<file path="config.mk">
export PLATFORM = sky130hd
export DESIGN_NAME = branch_predictor
export DESIGN_NICKNAME = d
export VERILOG_FILES = /design/src/rtl/branch_predictor.sv
export SDC_FILE = /design/constraint.sdc
export NUM_CORES = 1
export LEC_CHECK = 0
export ABC_AREA = 1
export BUFFER_PORTS_ARGS = -buffer_cell sky130_fd_sc_hd__buf_2
export CELL_PAD_IN_SITES_DETAIL_PLACEMENT = 1
export CELL_PAD_IN_SITES_GLOBAL_PLACEMENT = 1
export CORE_UTILIZATION = 36
export DETAILED_ROUTE_END_ITERATION = 8
export PLACE_DENSITY = 0.87
export SYNTH_ARGS = -nofsm -noshare
export SYNTH_HDL_FRONTEND = slang
export SYNTH_SLANG_ARGS = --single-unit
</file>
<file path="constraint.sdc">
create_clock -name clk -period 2.4 [get_ports clk]
set_input_delay 0.24 -clock clk [delete_from_list [all_inputs] [get_ports clk]]
set_output_delay 0.24 -clock clk [all_outputs]
set_load 0.05 [all_outputs]
</file>
<file path="src/rtl/branch_predictor.sv">
// branch_predictor: 2-bit BHT lookup in IF, prediction tracking F->M, resolve and train in MEM.
module branch_predictor #(
   parameter int DATA_WIDTH = 32,
   parameter int INDEX_BITS = 4
) (
   input  logic                  clk,
   input  logic                  rst,
   input  logic [DATA_WIDTH-1:0] pc,
   input  logic [DATA_WIDTH-1:0] instr_F,
   input  logic [DATA_WIDTH-1:0] pc_M,
   input  logic [7:0]            branch_M,
   input  logic                  pcsrc,
   input  logic                  load_use_flag,
   output logic                  pre_branch,
   output logic                  prediction,
   output logic [DATA_WIDTH-1:0] label,
   output logic                  correct,
   output logic                  error,
   output logic [DATA_WIDTH-1:0] new_label
);
   localparam int ENTRIES = 1 << INDEX_BITS;
   logic [1:0]            bht [ENTRIES];
   logic                  is_b, is_jal, pt_d, pt_e, pt_m, flush, upd;
   logic [DATA_WIDTH-1:0] b_imm, j_imm;
   logic [INDEX_BITS-1:0] idx_f, idx_m;
   logic [1:0]            cnt_m, cnt_nxt;
   logic                  unused_jumps;
   assign unused_jumps = ^branch_M[7:6];
   assign is_b       = instr_F[6:0] == 7'b1100011;
   assign is_jal     = instr_F[6:0] == 7'b1101111;
   assign pre_branch = is_b | is_jal;
   assign b_imm = {{(DATA_WIDTH-12){instr_F[31]}}, instr_F[7], instr_F[30:25], instr_F[11:8], 1'b0};
   assign j_imm = {{(DATA_WIDTH-20){instr_F[31]}}, instr_F[19:12], instr_F[20], instr_F[30:21], 1'b0};
   assign label = is_jal ? pc + j_imm : is_b ? pc + b_imm : '0;
   assign idx_f      = pc[INDEX_BITS+1:2];
   assign idx_m      = pc_M[INDEX_BITS+1:2];
   assign prediction = pre_branch & (is_jal | bht[idx_f][1]);
   assign correct   = pt_m & pcsrc;
   assign error     = pt_m & ~pcsrc;
   assign new_label = pc_M + DATA_WIDTH'(4);
   // taken-but-unpredicted is also a redirect, so it must squash younger predictions
   assign flush = (pcsrc & ~correct) | error;
   assign upd   = |branch_M[5:0];
   assign cnt_m = bht[idx_m];
   always_comb begin
      cnt_nxt = cnt_m;
      if (pcsrc && cnt_m != 2'd3) cnt_nxt = cnt_m + 2'd1;
      else if (!pcsrc && cnt_m != 2'd0) cnt_nxt = cnt_m - 2'd1;
   end
   always_ff @(posedge clk or negedge rst) begin
      if (!rst) begin
         for (int i = 0; i < ENTRIES; i++) bht[i] <= 2'b01;
         pt_d <= 1'b0;
         pt_e <= 1'b0;
         pt_m <= 1'b0;
      end else begin
         if (upd) bht[idx_m] <= cnt_nxt;
         pt_d <= flush ? 1'b0 : load_use_flag ? pt_d : prediction & pre_branch;
         pt_e <= (flush | load_use_flag) ? 1'b0 : pt_d;
         pt_m <= flush ? 1'b0 : pt_e;
      end
   end
endmodule

</file>
# Word level (Yosys, flattened, before mapping)
# Cells that the tools add are included.
# classes
n_addsub	5
n_mul	0
div_mod_pow	0
n_lt_le_gt_ge	3
n_eq_ne	4
shift	0
n_mux	17
bitwise_logic	13
reduce_logical	6
# op_table
op	n
32-bit adder	2
32-bit 2-to-1 mux	2
32-bit by 3-bit adder with 32-bit output (second input constant)	1
32-bit bitwise mux	1
2-bit binary-select mux with 4-bit select	2
7-bit == test (second input constant)	2
2-bit 2-to-1 mux	7
5-bit >= comparator (second input constant)	2
4-bit inverter with 5-bit output	2
2-bit demux with 4-bit select	1
6-bit OR reduction	1
1-bit bitwise AND	5
5-bit by 1-bit < comparator with 1-bit output (second input constant)	1
1-bit 2-to-1 mux	4
1-bit OR	4
1-bit logical AND	3
2-bit by 1-bit adder with 2-bit output (second input constant)	1
2-bit by 1-bit inequality test with 1-bit output (second input constant)	1
2-bit inequality test (second input constant)	1
1-bit inverter	2
2-bit nonzero test	1
2-bit by 1-bit subtractor with 2-bit output (second input constant)	1
1-bit zero test	1
# word_totals
ff_bits	35
latchBits	0
ram_bits	0
rom_bits	0
in_bits	108
elab_cells	67
mem_count	0

# Depth between registers and ports, before layout
# Gate-level depths: netlist (run 1).
# depth
ltp_word	9
depth_mapped	18
ltp_nobuf	15

# Worst setup path after synthesis (run 1)
# OpenSTA, ideal clock, no wires.
# synth_path
kind	input to output
start	input pc[1]
end	output label[17]
arrival_ps	2547
required_time_ps	2160
slack_ps	-387
stages	9
path_buffers	0
path_cell_list	ha_1 fa_1 nand3_1 nand3_1 nand2_1 nand2_1 a21oi_1 nor2_1 o21ai_0
# synth_between
elab_chain_cells	3
word_cells_on_any_way	4
# synth_lines
item	line	source
start: declaration	8	input logic [DATA_WIDTH-1:0] pc,
32-bit adder	34	assign label = is_jal ? pc + j_imm : is_b ? pc + b_imm : '0;
32-bit 2-to-1 mux	34	
32-bit 2-to-1 mux (*)	34	
end: declaration	16	output logic [DATA_WIDTH-1:0] label,
# Mark *: on every way between the ends. The rest lies on a longest branch, timed or not.

# Final worst setup path (run 1)
# layout_path
start	register bht[15] in the netlist's numbering
end	register bht[26] in the netlist's numbering
# layout_between
elab_chain_cells	8
word_cells_on_any_way	10
# layout_lines
item	line	source
start: declaration	22	logic [1:0] bht [ENTRIES];
start signal: indexed assignment	57	if (upd) bht[idx_m] <= cnt_nxt;
2-bit binary-select mux with 4-bit select (*)	44	assign cnt_m = bht[idx_m];
2-bit 2-to-1 mux (not written as such) (*) (2 in a row)	44	
2-bit nonzero test	48	else if (!pcsrc && cnt_m != 2'd0) cnt_nxt = cnt_m - 2'd1;
1-bit logical AND	48	
2-bit 2-to-1 mux	48	
2-bit 2-to-1 mux (*)	47	if (pcsrc && cnt_m != 2'd3) cnt_nxt = cnt_m + 2'd1;
32-bit bitwise mux (*)	57	
# Mark *: on every way between the ends. The rest lies on a longest branch, timed or not. The select of a mux whose other input is x is not followed.
# A chain may end at the register's enable or synchronous reset.

==> results of run 1 <==
cells in the mapped netlist (12+ instances only):
| library cell | count |
|---|---|
| sky130_fd_sc_hd__o21ai_0 | 31 |
| sky130_fd_sc_hd__dfrtp_1 | 19 |
| sky130_fd_sc_hd__ha_1 | 51 |
| sky130_fd_sc_hd__nor3_1 | 18 |
| sky130_fd_sc_hd__nor2_1 | 111 |
| sky130_fd_sc_hd__xor2_1 | 25 |
| sky130_fd_sc_hd__a21oi_1 | 45 |
| sky130_fd_sc_hd__dfstp_2 | 16 |
| sky130_fd_sc_hd__inv_1 | 227 |
| sky130_fd_sc_hd__nand4_1 | 13 |
| sky130_fd_sc_hd__nand2_1 | 530 |
| sky130_fd_sc_hd__xnor2_1 | 12 |
| sky130_fd_sc_hd__nand3_1 | 141 |
worst max-delay path, cell delays in order, from the launching register on:
cell and delay [ns]:
sky130_fd_sc_hd__dfrtp_1 0.43, sky130_fd_sc_hd__inv_1 0.12, sky130_fd_sc_hd__nand2_1 0.08, sky130_fd_sc_hd__nand3_1 0.11
sky130_fd_sc_hd__nand2_1 0.08, sky130_fd_sc_hd__nand2_1 0.08, sky130_fd_sc_hd__nand2_1 0.08, sky130_fd_sc_hd__nor2_2 0.21
sky130_fd_sc_hd__inv_1 0.09, sky130_fd_sc_hd__ha_1 0.20, sky130_fd_sc_hd__nor2_1 0.26, sky130_fd_sc_hd__nor2_2 0.13
sky130_fd_sc_hd__inv_2 0.13, sky130_fd_sc_hd__nand2_4 0.12, sky130_fd_sc_hd__buf_4 0.16, sky130_fd_sc_hd__nand3_1 0.07
sky130_fd_sc_hd__nand2_1 0.06
power by group:
part / switching (W) / leakage [nW] / internal [W] / total (W)
sequential: 0.000112 / 0.411 / 0.000811 / 0.000923
combinational: 0.00149 / 5.07 / 0.000783 / 0.00227
clock: 0.000268 / 0.0761 / 0.000442 / 0.000709
layout make-up:
cell class	count	area share
multi-input cells	1043	0.582
inverters	235	0.0946
repair buffers	256	0.175
well taps	260	0.0349
clock buffers	7	0.0164
flip-flops and latches	35	0.0961
clock inverters	1	0.000805
what timing repair did:
action | 4_1_cts | 5_1_grt
gates cloned | 0 | 1
endpoints found under the setup margin | 20 | 41
gates resized for setup | 22 | 82
endpoints found under the hold margin | 0 | 0
pin swaps | 0 | 6
setup buffers | 0 | 3
worst max-delay path by stage:
stage,startpoint,end,slack (ns),cells after the start
CTS,pc[8],label[10],0.004,12
floorplan,pc[1],label[17],-0.009,9
detailed placement,pc[1],label[23],-0.09,15
global placement,pc[1],label[23],-0.05,15
finish,bht[15]$_DFFE_PN0P_,bht[26]$_DFFE_PN1P_,-0.08,16
global route,bht[15]$_DFFE_PN0P_,bht[26]$_DFFE_PN1P_,-0.14,16
sequential cells by signal, summed over array words and instances, names as in the netlist:
| name | flops |
|---|---|
| pt_d | 1 |
| bht | 32 |
| pt_e | 1 |
| pt_m | 1 |
kinds of logic (layout without fill, tap and decap cells):
group / after synthesis / count (layout) / synth area share
and+or+nand+nor: 849 / 850 / 0.505
DFF: 35 / 35 / 0.127
adders and majority gates: 53 / 53 / 0.0960
AOI/OAI and AO/OA: 103 / 103 / 0.0820
buffers and inverters: 254 / 499 / 0.144
xor gates and xnor gates: 37 / 37 / 0.0459
metrics by stage:
| stage | power, W | setup WS, ns | instances | instance area [sq um] | TNS [ns] |
|---|---|---|---|---|---|
| 3_5_place_dp | 0.00299 | -0.0918 | 1825 | 8780 | -1.35 |
| 6_report | 0.00390 | -0.0796 | 1837 | 9320 | -0.182 |
| 5_1_grt | 0.00414 | -0.144 | 1837 | 9320 | -1.50 |
| 2_1_floorplan | 0.00220 | -0.00859 | 1331 | 7060 | -0.00859 |
| 3_3_place_gp | 0.00288 | -0.0496 | 1825 | 8780 | -0.138 |
| 4_1_cts | 0.00374 | 0.00408 | 1833 | 9010 | 0 |
cells in the final DEF, fill, tap and decap left out, drive strengths merged, types with 6 or more instances in the layout:
master	Yosys	routed
o211ai	8	8
or2	6	6
dfrtp	19	19
nand2	535	536
nand3	142	142
buf	15	252
xor2	25	25
inv	232	232
xnor2	12	12
dfstp	16	16
clkbuf	4	11
ha	51	51
nand3b	6	6
o21ai	39	39
nor2	118	118
nand4	13	13
a21oi	45	45
nor3	20	20
routing by layer:
| layer | vias to the layer above | share of wire | GRT usage |
|---|---|---|---|
| li1 | 4637 | - | - |
| met1 | 4648 | 0.42 | 0.364 |
| met2 | 287 | 0.50 | 0.539 |
| met3 | 76 | 0.046 | 0.0363 |
| met4 | 2 | 0.032 | 0.109 |
| met5 | - | 0.00032 | 0 |
==> reports/results.ini, run 1 <==
[worst_setup_path]
regToRegStartpoint=bht[15]$_DFFE_PN0P_
cp-end-kind=flip-flop
worst_ep_required_time_ns=2.62
timing.reg2reg.worst_path_depth=16
worst_reg_to_reg_setup_slack_ns=-0.08
r2r_end=bht[26]$_DFFE_PN1P_
worst_path_maximum_fanout=8
critical_path_arrival_ns=2.70
start_kind=flip-flop
kind_of_critical_path=reg -> reg

[sta]
setup_viol=4
final_min_period_over_clock_period=1.03
fin_worst_hold_slack_ns=0.0350
final_period_minus_worst_setup_slack_ns=2.48
slew_viol_final=0
worst_slew_margin_rel=0.472
clock-skew-final_ns=0.00450
worstMarginPinSlew_ns=0.793
max_freq_ghz=0.403
timing.final.ws_setup_ns=-0.0796
report.final.hold_viol_count=0

[route]
route.antenna.remaining_nets=0
drt-vias-per-instance=5.25
sum_of_routed_wire_length_over_all_layers_um=31600
routedWlPerCell_um=17.2
drt_first_pass_iters=5
num_vias=9650
drtIter0Drc=450
drt_drc_violations_left=0

[power_and_ir_drop]
power.ir.vdd_worst_mv=0.448
cellLeakagePower_nw=5.55
powerDensity_nw_per_um2=419

[synth]
async_flop_share=1.00
post-synth-top-area-fraction=0.282
synth.largest_area_cell=sky130_fd_sc_hd__nand2_1
ys_warn_count=0
post_synth_instance_area_sq_um=7060
syn-num-nets=1492
synth_seq_area_share=0.127
postSynthCellCount=1331
avgSynthCellArea_sq_um=5.31
synth_area_leaders=sky130_fd_sc_hd__nand2_1 28%, sky130_fd_sc_hd__inv_1 12%, sky130_fd_sc_hd__nand3_1 10%
synth_cell_types=43
postSynthRegisterBits=35
synth_ff_type=sky130_fd_sc_hd__dfrtp_1
count_of_flip_flops_with_a_built_in_enable_after_synthesis=0

[die]
die_area_sq_um=20200
placementRows=50
dieWidth_um=142
core-area_sq_um=19000
ios=176
start_util=0.373
die_h_um=142

[global_routing]
first_global_vias=9989
grt_first_pass_wirelength_um=48500
grt_overflow_total=0
grt_start_max_net_pins=36
initial_antenna_violation_count=1
grtUsageTotal=0.300

[min_path]
hp-class=in -> async

[clock_tree]
tritoncts_buffer_count=5
cts.root.buffer_cell=sky130_fd_sc_hd__clkbuf_16
clkSinkCount=35
cts_hold_buf=0
max-clock-path-buffers=2
clock_latency_ns=0.29
cts.clk_slew.worst_paths_ns=0.06
clock_tree_from_tritoncts=built
ctsHtreeMaxLevel=2

[status]
violations_in_the_final_reports=setup timing
run_status=complete, but fails checks

[cells_and_area]
layout.core_utilization=0.492
multi_input_area_sq_um=5430
seq_area_sq_um=896
area.growth.synth_to_final_pct=32.0
layout.nets=1737
antenna-diode-count=0
num-fill-cells=2770
drive_gt1_frac=0.240

[placed_design]
post-dp-hpwl_um=25300
port_buffers=169
finalWeightedCongestion=0.915

[run]
cap_violations=0

Power figures use the tool's default switching activity.
==> run 2, diff against run 1 <==
--- a/config.mk
+++ b/config.mk
@@ -5,13 +5,14 @@
 export SDC_FILE = /design/constraint.sdc
 export NUM_CORES = 1
 export LEC_CHECK = 0
-export ABC_AREA = 1
 export BUFFER_PORTS_ARGS = -buffer_cell sky130_fd_sc_hd__buf_2
+export CAP_MARGIN = 20
 export CELL_PAD_IN_SITES_DETAIL_PLACEMENT = 1
 export CELL_PAD_IN_SITES_GLOBAL_PLACEMENT = 1
-export CORE_UTILIZATION = 36
+export CORE_UTILIZATION = 38
 export DETAILED_ROUTE_END_ITERATION = 8
 export PLACE_DENSITY = 0.87
+export SLEW_MARGIN = 20
 export SYNTH_ARGS = -nofsm -noshare
 export SYNTH_HDL_FRONTEND = slang
 export SYNTH_SLANG_ARGS = --single-unit
==> run 2 against run 1 <==
Compared with the run above:
- synthesized cell count fell by 49%
- the flow now stops in global routing (5_1_grt)
- area after synthesis fell by 22%
==> reports/results.ini, run 2 <==
[global_routing]
grtUsageTotal=0.581
grt_first_pass_wirelength_um=63200
grt_overflow_total=1
first_global_vias=10300
grt_start_max_net_pins=36

[synth]
ys_warn_count=0  ; unchanged
count_of_flip_flops_with_a_built_in_enable_after_synthesis=0  ; unchanged
syn-num-nets=834  ; was 1492
synth.largest_area_cell=sky130_fd_sc_hd__ha_1  ; was sky130_fd_sc_hd__nand2_1
post_synth_instance_area_sq_um=5520  ; was 7060 sq um
avgSynthCellArea_sq_um=8.20  ; was 5.31 sq um
synth_seq_area_share=0.162  ; was 0.127
postSynthRegisterBits=35  ; unchanged
synth_ff_type=sky130_fd_sc_hd__dfrtp_1  ; unchanged
post-synth-top-area-fraction=0.116  ; was 0.282
cell_with_the_most_instances_after_synthesis=sky130_fd_sc_hd__nand2_1  ; unchanged
synth_area_leaders=sky130_fd_sc_hd__ha_1 12%, sky130_fd_sc_hd__dfrtp_1 8.6%, sky130_fd_sc_hd__dfstp_2 7.6%  ; was sky130_fd_sc_hd__nand2_1 28%, sky130_fd_sc_hd__inv_1 12%, sky130_fd_sc_hd__nand3_1 10%
synth_cell_types=70  ; was 43
async_flop_share=1.00  ; unchanged
post_synth_most_frequent_cells=68 x sky130_fd_sc_hd__nand2_1, 51 x sky130_fd_sc_hd__ha_1, 46 x sky130_fd_sc_hd__nor2_1  ; was 530 x sky130_fd_sc_hd__nand2_1, 227 x sky130_fd_sc_hd__inv_1, 141 x sky130_fd_sc_hd__nand3_1
postSynthCellCount=673  ; was 1331

[die]
dieWidth_um=122  ; was 142 um
start_util=0.393  ; was 0.373
die_h_um=122  ; was 142 um
placementRows=43  ; was 50
ios=176  ; unchanged

[placed_design]
post-dp-hpwl_um=22700  ; was 25300 um
port_buffers=169  ; unchanged
post_dp_cell_area_sq_um=8440  ; was 8780 sq um
dpl_worst_slack_ns=-0.899  ; was -0.0918 ns
finalWeightedCongestion=0.893  ; was 0.915

[status]
run_status=aborted with a tool error  ; was complete, but fails checks
toolErrorMsg=[ERROR GRT-0116] Global routing finished with congestion. Check the congestion regions in the DRC Viewer.
flow.stopped_at=global routing (5_1_grt)

[clock_tree]
max-clock-path-buffers=2  ; unchanged
tritoncts_buffer_count=5  ; unchanged
ctsHtreeMaxLevel=2  ; unchanged
cts_hold_buf=0  ; unchanged
clkSinkCount=35  ; unchanged
cts.root.buffer_cell=sky130_fd_sc_hd__clkbuf_16  ; unchanged

## run 2: cell types whose count changed after synthesis, moves of 14 or more
cell,previous run,this run
sky130_fd_sc_hd__nand2_1,530,68
sky130_fd_sc_hd__clkbuf_1,4,20
sky130_fd_sc_hd__nand3_1,141,22
sky130_fd_sc_hd__inv_1,227,28
sky130_fd_sc_hd__a21o_1,0,19
sky130_fd_sc_hd__mux2_2,0,32
sky130_fd_sc_hd__and3_1,2,16
sky130_fd_sc_hd__nor2_1,111,46
## run 2: per-stage QoR
| stage | instances | TNS, ns |
|---|---|---|
| after floorplan | 673 | -2.17 |
| after global placement | 1169 | -28.45 |
| after CTS | 1209 | -16.55 |
| after detailed placement | 1169 | -38.82 |
## run 2: cell families after synthesis
group                      count (synthesis)  share of synthesized area
and+or+nand+nor                          219                      0.196
muxes                                     54                      0.142
adders and majority gates                 53                      0.123
buffers and inverters                     61                     0.0474
AOI/OAI and AO/OA                        203                      0.253
DFF                                       35                      0.162
xor gates and xnor gates                  48                     0.0762
## run 2: repair_timing
item / 4_1_cts
cloned: 1
gates resized for setup: 207
hold endpoints to repair: 0
setup endpoints to repair: 59
pin swaps: 72
setup buffers: 35
## run 2: per-layer routing
layer	track usage	overflow
met2	0.867	1
met5	0	0
met4	0.642	0
met1	0.561	0
met3	0.274	0
==> run 3, diff against run 2 <==
--- a/config.mk
+++ b/config.mk
@@ -7,11 +7,9 @@
 export LEC_CHECK = 0
 export BUFFER_PORTS_ARGS = -buffer_cell sky130_fd_sc_hd__buf_2
 export CAP_MARGIN = 20
-export CELL_PAD_IN_SITES_DETAIL_PLACEMENT = 1
-export CELL_PAD_IN_SITES_GLOBAL_PLACEMENT = 1
-export CORE_UTILIZATION = 38
+export CORE_UTILIZATION = 25
 export DETAILED_ROUTE_END_ITERATION = 8
-export PLACE_DENSITY = 0.87
+export PLACE_DENSITY_LB_ADDON = 0.15
 export SLEW_MARGIN = 20
 export SYNTH_ARGS = -nofsm -noshare
 export SYNTH_HDL_FRONTEND = slang
==> run 3 against run 2 <==
Compared with the run above:
- the flow now finishes, with violations (setup timing)
- area after synthesis did not move
- synthesized cell count unchanged
==> reports/results.ini, run 3 <==
[status]
run_status=complete, but fails checks  ; was aborted with a tool error
violations_in_the_final_reports=setup timing

[sta]
grt_setup_unrepaired=yes
final_min_period_over_clock_period=1.23
slew_viol_final=0
worstMarginPinSlew_ns=0.780
final_period_minus_worst_setup_slack_ns=2.94
report.final.hold_viol_count=0
setup_viol=53
timing.final.ws_setup_ns=-0.541
clock-skew-final_ns=0.00458
max_freq_ghz=0.340
worst_slew_margin_rel=0.480

[cells_and_area]
antenna-diode-count=0
largest_reg_flops=32
registers.top_by_ff_count=bht
area.growth.synth_to_final_pct=81.2
layout.core_utilization=0.468
layout.nets=1193
drive_gt1_frac=0.590
post_layout_nonfiller_instances=1308
final_cell_mix=196 x sky130_fd_sc_hd__buf_4, 124 x sky130_fd_sc_hd__buf_2, 61 x sky130_fd_sc_hd__nand2_1
num-fill-cells=2114
layout_commonest_cell=sky130_fd_sc_hd__buf_4

[synth]
cell_with_the_most_instances_after_synthesis=sky130_fd_sc_hd__nand2_1  ; unchanged
synth_cell_types=70  ; unchanged
avgSynthCellArea_sq_um=8.20  ; unchanged
synth_ff_type=sky130_fd_sc_hd__dfrtp_1  ; unchanged
synth_area_leaders=sky130_fd_sc_hd__ha_1 12%, sky130_fd_sc_hd__dfrtp_1 8.6%, sky130_fd_sc_hd__dfstp_2 7.6%  ; unchanged
async_flop_share=1.00  ; unchanged
synth.largest_area_cell=sky130_fd_sc_hd__ha_1  ; unchanged
post_synth_fa_ha_maj_area_fraction=0.123  ; unchanged
complex_gate_fraction_of_the_synthesized_area=0.253  ; unchanged
postSynthRegisterBits=35  ; unchanged
count_of_flip_flops_with_a_built_in_enable_after_synthesis=0  ; unchanged
post-synth-top-area-fraction=0.116  ; unchanged
synth_xor_xnor_area_share=0.0762  ; unchanged
postSynthCellCount=673  ; unchanged
synth_simple_gate_area_frac=0.196  ; unchanged
synth_top_family_by_area=compound AO/OA/AOI/OAI gates  ; unchanged
post_synth_most_frequent_cells=68 x sky130_fd_sc_hd__nand2_1, 51 x sky130_fd_sc_hd__ha_1, 46 x sky130_fd_sc_hd__nor2_1  ; unchanged
syn-num-nets=834  ; unchanged
ys_warn_count=0  ; unchanged
synthMuxAreaShare=0.142  ; unchanged
post_synth_instance_area_sq_um=5520  ; unchanged
synth_seq_area_share=0.162  ; unchanged

[die]
die_h_um=151  ; was 122 um
ios=176  ; unchanged
core-area_sq_um=21400
dieWidth_um=151  ; was 122 um
die_area_sq_um=22700
start_util=0.258  ; was 0.393
placementRows=53  ; was 43

[clock_tree]
cts_hold_buf=0  ; unchanged
cts.root.buffer_cell=sky130_fd_sc_hd__clkbuf_16  ; unchanged
tritoncts_buffer_count=5  ; unchanged
clock_latency_ns=0.28
cts.clk_slew.worst_paths_ns=0.05
ctsHtreeMaxLevel=2  ; unchanged
max-clock-path-buffers=2  ; unchanged
clkSinkCount=35  ; unchanged
clock_tree_from_tritoncts=built

[worst_setup_path]
kind_of_critical_path=in -> out
worst_path_maximum_fanout=3
critical_path.cell_chain=buf_8, ha_4, fa_2, a21oi_2, o211ai_1, a21o_1, o2111ai_4, buf_6, o2111ai_4, a31oi_1, xor2_1, o32ai_4, buf_6
critical_path_arrival_ns=2.70
worst_ep_required_time_ns=2.16
start_kind=input port
cp-end-kind=output pin
critPathBufInv=3
cell_class_contributing_the_biggest_share_of_worst_path_delay=compound AO/OA/AOI/OAI gates
crit_slowest_cell=sky130_fd_sc_hd__fa_2
worst_reg_to_reg_setup_slack_ns=-0.24
slowest_delay_ns=0.35

[placed_design]
finalWeightedCongestion=0.818  ; was 0.893
port_buffers=169  ; unchanged
post-place-cells=1272  ; was 1169
dpl_worst_slack_ns=-0.798  ; was -0.899 ns
post-dp-hpwl_um=17200  ; was 22700 um

[route]
route.antenna.remaining_nets=0
drt_drc_violations_left=0
routedWlPerCell_um=16.5
drt_first_pass_iters=4
sum_of_routed_wire_length_over_all_layers_um=21500
drtIter0Drc=239
num_vias=6539
drt-vias-per-instance=5.00

[power_and_ir_drop]
powerDensity_nw_per_um2=554
power.ir.vdd_worst_mv=0.682
cellLeakagePower_nw=4.50

[global_routing]
grtUsageTotal=0.189
initial_antenna_violation_count=0
grt_first_pass_wirelength_um=33800
grt_overflow_total=0
grt_start_max_net_pins=36
first_global_vias=6496

[min_path]
hp-class=in -> async

[run]
cap_violations=0

-- run 3: logic make-up after synthesis --
logic type / Yosys count
buf+inv: 61
mux: 54
flops: 35
fa+ha+maj: 53
xor+xnor: 48
compound gates: 203
simple gates: 219
-- run 3: final timing paths --
kind	cells past startpoint	startpoint	to
setup reg to reg	10	bht[0]$_DFFE_PN1P_	bht[29]$_DFFE_PN0P_
min in group clk	2	load_use_flag	pt_d$_DFFE_PN0P_
hold / removal	1	rst	bht[13]$_DFFE_PN0P_
setup / recovery	13	pc[1]	label[27]
hold reg to reg	1	pt_e$_DFF_PN0_	pt_m$_DFF_PN0_
max in group asynchronous	1	rst	bht[25]$_DFFE_PN0P_
-- run 3: layout make-up --
class	count	area [sq um]	share of cell area
multi-input cells	577	5600	0.560
repair buffers	385	2900	0.291
flip-flops and latches	35	896	0.0896
well taps	275	344	0.0344
clock buffers	7	143	0.0143
inverters	28	108	0.0108
clock inverters	1	5.00	0.000501
-- run 3: where the power goes --
group	internal (W)	switching, W	leakage [nW]
registers	0.000969	0.000189	0.400
logic	0.00203	0.00170	4.03
clock network	0.000411	0.000236	0.0739
-- run 3: layer usage --
metal | share of wire | GRT usage | up-vias
li1 | - | - | 3252
met1 | 0.48 | 0.264 | 3128
met4 | 0.020 | 0.0470 | 0
met5 | 0 | 0 | -
met3 | 0.029 | 0.0127 | 23
met2 | 0.48 | 0.315 | 136
-- run 3: timing repair --
item / CTS / global route
endpoints found under the setup margin: 57 / 65
gates resized for setup: 141 / 84
gates cloned: 1 / 0
buffers inserted: 19 / 11
pin swaps: 49 / 35
-- run 3: per-stage QoR --
step,hold WS (ns),instance area [sq um],TNS [ns],total power [W]
floorplan,-0.0556,6170,-2.17,0.00288
CTS,0.0752,9580,-11.28,0.00535
finish,0.0405,9990,-11.87,0.00554
global route,0.112,9990,-16.62,0.00589
detailed placement,0.373,8650,-33.13,0.00392
global placement,0.368,8650,-32.96,0.00391
